<file path="config.mk">
export PLATFORM = sky130hd
export DESIGN_NAME = beta_shared_write_fifo_flat
export DESIGN_NICKNAME = d
export VERILOG_FILES = /design/src/rtl/beta_shared_write_fifo_if.sv /design/src/rtl/beta_shared_write_fifo.sv /design/src/flat_wrapper.sv
export SDC_FILE = /design/constraint.sdc
export NUM_CORES = 1
export LEC_CHECK = 0
export CORE_UTILIZATION = 61
export CTS_CLUSTER_DIAMETER = 50
export DETAILED_ROUTE_END_ITERATION = 16
export DONT_BUFFER_PORTS = 1
export PLACE_DENSITY = 0.78
export SETUP_SLACK_MARGIN = 0.5
export SLEW_MARGIN = 30
export SYNTH_ARGS = -nofsm -noshare
export SYNTH_HDL_FRONTEND = slang
export SYNTH_SLANG_ARGS = --single-unit
</file>
<file path="constraint.sdc">
create_clock -name clk -period 7.35 [get_ports clk]
set_input_delay 0.735 -clock clk [delete_from_list [all_inputs] [get_ports clk]]
set_output_delay 0.735 -clock clk [all_outputs]
set_load 0.005 [all_outputs]
</file>
<file path="src/rtl/beta_shared_write_fifo_if.sv">
// Bus and stream signals of the Beta write-shared FIFO responder.
// The FIFO is the slave. The Beta bus plus the projector consumer together form the master.
interface beta_shared_write_fifo_if;
   logic        sel;
   logic [15:0] mem_addr;
   logic        mem_we;
   logic [31:0] mem_wdata;
   logic [31:0] mem_rdata;
   logic [31:0] out_data;
   logic        out_valid;
   logic        out_ready;
   logic        irq_low;

   modport master (
      output sel, mem_addr, mem_we, mem_wdata, out_ready,
      input  mem_rdata, out_data, out_valid, irq_low
   );

   modport slave (
      input  sel, mem_addr, mem_we, mem_wdata, out_ready,
      output mem_rdata, out_data, out_valid, irq_low
   );
endinterface

</file>
<file path="src/rtl/beta_shared_write_fifo.sv">
// Beta "write shared" responder: DATA stores are queued in a FIFO and drained by the projector
// through a valid/ready stream. Loads return STATUS.
module beta_shared_write_fifo #(
   parameter int DEPTH     = 16,
   parameter int AW        = 4,
   parameter int LOW_WATER = 4
) (
   input  logic                     clk,
   input  logic                     reset,
   beta_shared_write_fifo_if.slave  bus
);

   localparam logic [AW:0] DEPTH_C     = (AW+1)'(DEPTH);
   localparam logic [AW:0] LOW_WATER_C = (AW+1)'(LOW_WATER);

   typedef enum logic [1:0] {
      OFF_DATA    = 2'd0,
      OFF_STATUS  = 2'd1,
      OFF_CONTROL = 2'd2,
      OFF_UNUSED  = 2'd3
   } reg_off_e;

   logic [31:0] mem [DEPTH];
   logic [AW-1:0] wr_ptr;
   logic [AW-1:0] rd_ptr;
   logic [AW:0]   count;
   logic          overflow;

   reg_off_e off;
   logic     wr_access;
   logic     push;
   logic     pop;
   logic     flush;
   logic     clr_ovf;
   logic     full;
   logic     empty;
   logic     do_push;
   logic     unused_addr;

   assign off         = reg_off_e'(bus.mem_addr[3:2]);
   assign unused_addr = ^{bus.mem_addr[15:4], bus.mem_addr[1:0]};

   assign wr_access = bus.sel & bus.mem_we;
   assign push      = wr_access & (off == OFF_DATA);
   assign flush     = wr_access & (off == OFF_CONTROL) & bus.mem_wdata[0];
   assign clr_ovf   = wr_access & (off == OFF_CONTROL) & bus.mem_wdata[1];

   assign full    = (count == DEPTH_C);
   assign empty   = (count == '0);
   assign pop     = bus.out_valid & bus.out_ready;
   assign do_push = push & ~full;

   // NOTE: state registers use non-blocking assignments so every flop samples pre-edge values.
   always_ff @(posedge clk) begin
      if (reset) begin
         wr_ptr   <= '0;
         rd_ptr   <= '0;
         count    <= '0;
         overflow <= 1'b0;
      end else if (flush) begin
         // Flush beats a same-cycle pop; overflow survives unless cleared alongside.
         wr_ptr <= '0;
         rd_ptr <= '0;
         count  <= '0;
         if (clr_ovf) overflow <= 1'b0;
      end else begin
         if (do_push) wr_ptr <= wr_ptr + AW'(1);
         if (pop)     rd_ptr <= rd_ptr + AW'(1);
         unique case ({do_push, pop})
            2'b10:   count <= count + (AW+1)'(1);
            2'b01:   count <= count - (AW+1)'(1);
            default: count <= count;
         endcase
         // A full FIFO drops the word even when a pop frees a slot at the same edge.
         if (push && full)  overflow <= 1'b1;
         else if (clr_ovf)  overflow <= 1'b0;
      end
   end

   // NOTE: the storage array has no reset; stale words are unreachable once the pointers are cleared.
   always_ff @(posedge clk) begin
      if (do_push && !reset) mem[wr_ptr] <= bus.mem_wdata;
   end

   assign bus.out_data  = mem[rd_ptr];
   assign bus.out_valid = ~empty;
   assign bus.irq_low   = (count <= LOW_WATER_C);

   // NOTE: give every always_comb output a default first so no path infers a latch.
   always_comb begin
      bus.mem_rdata = '0;
      if (bus.sel && off == OFF_STATUS)
         bus.mem_rdata = {16'h0, 13'(count), overflow, full, empty};
   end

endmodule

</file>
<file path="src/flat_wrapper.sv">
// flat-port wrapper written by rule: the top's interface ports become plain ports
module beta_shared_write_fifo_flat 
#(
   parameter int DEPTH     = 16,
   parameter int AW        = 4,
   parameter int LOW_WATER = 4
)
  (clk, reset, bus_sel, bus_mem_addr, bus_mem_we, bus_mem_wdata, bus_out_ready, bus_mem_rdata, bus_out_data, bus_out_valid, bus_irq_low);
  beta_shared_write_fifo_if bus_i ();
  input  logic clk;
  input  logic reset;
  input wire logic [$bits(bus_i.sel)-1:0] bus_sel;
  input wire logic [$bits(bus_i.mem_addr)-1:0] bus_mem_addr;
  input wire logic [$bits(bus_i.mem_we)-1:0] bus_mem_we;
  input wire logic [$bits(bus_i.mem_wdata)-1:0] bus_mem_wdata;
  input wire logic [$bits(bus_i.out_ready)-1:0] bus_out_ready;
  output wire logic [$bits(bus_i.mem_rdata)-1:0] bus_mem_rdata;
  output wire logic [$bits(bus_i.out_data)-1:0] bus_out_data;
  output wire logic [$bits(bus_i.out_valid)-1:0] bus_out_valid;
  output wire logic [$bits(bus_i.irq_low)-1:0] bus_irq_low;
  assign bus_i.sel = bus_sel;
  assign bus_i.mem_addr = bus_mem_addr;
  assign bus_i.mem_we = bus_mem_we;
  assign bus_i.mem_wdata = bus_mem_wdata;
  assign bus_i.out_ready = bus_out_ready;
  assign bus_mem_rdata = bus_i.mem_rdata;
  assign bus_out_data = bus_i.out_data;
  assign bus_out_valid = bus_i.out_valid;
  assign bus_irq_low = bus_i.irq_low;
  beta_shared_write_fifo #(.DEPTH(DEPTH), .AW(AW), .LOW_WATER(LOW_WATER)) u_core (.clk(clk), .reset(reset), .bus(bus_i));
endmodule
</file>
==> reports/summary.txt <==
RR Endpoint - u_core.mem[4][15]
status - finished, final reports clean
met3 Track Usage GR - 5.062%
largest family of logic cells by synthesized area - multiplexers
clk root buf - clkbuf_16
CP Capture Type - primary output
CORE AREA - 0.03345 mm2
Clock Sinks - 530
hpwl dp - 20610 um
post-route clock period utilization - 53.06%
RePlAce Congestion - 0.7434
launch point of the worst reg-to-reg path - u_core.count[1]
# Post-CTS Setup Buffers - 0
Synth top area share - 74.27%
Initial Utilization - 61.89%
CTS tree - done
TritonCTS buffer count - 50
Final Instance Area - 0.02285 mm2
hold buffers post-CTS - 0
hold depth - 0
GRT Util Overall - 24.16%
post-synthesis adder-cell area fraction - 0.4835%
CP max stage delay - 0.70 ns
Row Count - 67
area grow syn2layout - 10.36%
HP Class - in -> reg
worst path cell trace - buf_6, mux4_1, mux4_2
gr ovfl total - 0
area leader, netlist - edfxtp_1
Worst Path Required - 6.61 ns
Worst-Margin Slew - 0.8001 ns
Synth Cell Area - 0.02070 mm2
Synth warnings - 0
top post-synthesis cells by area - edfxtp_1 (74%), mux4_2 (12%), mux4_1 (6.3%)
fin cells - 1398
leakage power total - 7.038 nW
Hold Path Origin - bus_mem_wdata[23]
overall die width - 186.2 um
DR WL/cell - 28.94 um
Resize count post-CTS - 0
Worst Path Buf+Inv - 1
number of global-route vias before repair - 9298
simple-gate portion of the synthesized area - 1.795%
H-tree depth - 2
ys flop type - edfxtp_1
Layout Skew - 0.03384 ns
CP arrival - 3.16 ns
DRC viols - 0
# placed instances - 1306
Synth Area in XOR/XNOR - 0.3808%
Compound-Gate Fraction of Synth Area - 0.4594%
setup violators final - 0
Post-synth EDFFs - 512
unrepaired setup endpoints after global routing - false
Seq/Total Area, Yosys - 76.01%
Slew HR - 46.66%
die height - 186.2 um
synthesized area per cell - 23.63 um2
nature of the critical path startpoint - flop
clk_lat worst skew - 0.59 ns
Post-layout nets - 971
io pins - 119
DR iter-0 viols - 886
r2r setup slk - 4.10 ns
Synth Instances - 876
initial antenna violation count - 0
GRT Max-Usage Layer - met2
WHS Endpoint - u_core.mem[1][23]
Netlist cell types - 39
placed instance area - 0.02122 mm2
register clock-pin slew on the reported worst setup and hold paths - 0.06 ns
met1 Track Usage GR - 32.76%
setup TNS - 0 ns
post-layout util - 68.30%
Pins Over Slew Limit - 0
layout cells sized above 1 - 24.84%
worst-path maximum fanout - 53
VDD IR max - 237.1 uV
Vias - 9063
area of the die - 0.03468 mm2
Period minus WS final - 3.900 ns
IO buf count - 0
Final Hold Fails - 0
Async S/R FF share, synth - 0%
total power - 6.583 mW
GR met2 Demand/Resource - 39.69%
Fmax - 256.4 MHz
clk buf depth - 3
Vias/cell - 6.483
final wirelength - 40460 um
max cap viols - 0
Detailed Routing Iterations Pass 1 - 5
diode count - 0
Synth Register Bits - 530
family with the most delay on the worst path - multiplexers
cell count of the worst reg-to-reg path - 6
first-pass GRT wire length - 58790 um
pin count of the biggest net entering global routing - 56
critical path class - reg -> out
Post-DRT Antenna Nets - 0
mux contribution to synthesized area - 18.51%
PD cells - 288.1 mW/mm2
Slowest-stage cell, CP - mux4_1
-- how the worst max path moves through the flow --
stage                     slack [ns]            start  cells past startpoint               end
after global placement          3.71  bus_mem_addr[2]                      6  u_core.mem[7][9]
final                           3.45             flop                      3  bus_out_data[23]
after detailed placement        3.73             flop                      3  bus_out_data[23]
after CTS                       3.14             flop                      3  bus_out_data[23]
after floorplan                 2.95  bus_mem_addr[2]                      5  u_core.mem[0][0]
after global routing            3.30             flop                      3  bus_out_data[23]
-- layout make-up --
type	count	area, um2
Multi-Input combinational cell	297	4678
Inverter	5	18.77
Tap cell	448	560.5
Sequential cell	530	15750
Fill cell	1939	10600
Clock buffer	63	1361
Timing Repair Buffer	26	222.7
Clock inverter	29	259.0
-- synth_stat cells, types with 3 or more instances --
| cell | count |
|---|---|
| nor3_1 | 8 |
| edfxtp_1 | 512 |
| and2_1 | 6 |
| buf_8 | 3 |
| a21oi_1 | 7 |
| buf_4 | 24 |
| buf_6 | 11 |
| dfxtp_1 | 18 |
| ha_1 | 8 |
| nand2b_1 | 3 |
| mux4_2 | 110 |
| mux2i_1 | 3 |
| nor2_1 | 34 |
| buf_1 | 5 |
| nand2_1 | 12 |
| buf_2 | 5 |
| xor2_1 | 7 |
| mux4_1 | 50 |
| clkbuf_1 | 18 |
| inv_1 | 5 |
| and3b_1 | 3 |
-- registers in the layout, indices dropped and copies added (netlist names), named ones only --
name,count
u_core.rd_ptr,4
u_core.wr_ptr,4
u_core.count,5
u_core.overflow,1
u_core.mem,512
-- layout by cell type, fill, tap and decap left out, drive strengths merged, types with 7 or more instances in the layout --
cell type / n
nor2: 34
dfxtp: 18
nor3: 8
clkinv: 21
edfxtp: 512
xor2: 7
a21oi: 7
conb: 24
ha: 8
nand2: 12
mux4: 160
buf: 26
clkbuf: 63
-- metrics by stage --
step           hold WS, ns  setup WS [ns]
6_report            0.2398          3.450
5_1_grt             0.2239          3.298
4_1_cts             0.2178          3.141
3_5_place_dp        0.4899          3.726
3_3_place_gp        0.4856          3.708
2_1_floorplan       0.4687          2.951
-- layer usage --
layer | part of all wire, % | wire length [um]
met1 | 39 | 15640
met4 | 2.9 | 1193
met2 | 51 | 20570
met5 | 0 | 0
met3 | 7.6 | 3060
-- cell families after synthesis --
group / Yosys count
muxes: 164
DFF: 530
other: 1
xor gates and xnor gates: 9
adders and majority gates: 8
and+or+nand+nor: 76
buffers and inverters: 72
AOI/OAI and AO/OA: 16
-- report_power, final --
part	internal, mW	total [mW]	switching, mW	leakage [nW]
clock	1.42	2.53	1.10	0.787
sequential	3.32	3.37	0.0500	4.75
combinational	0.401	0.683	0.283	1.50
total	5.15	6.58	1.43	7.04
(Power assumes the default switching activity.)
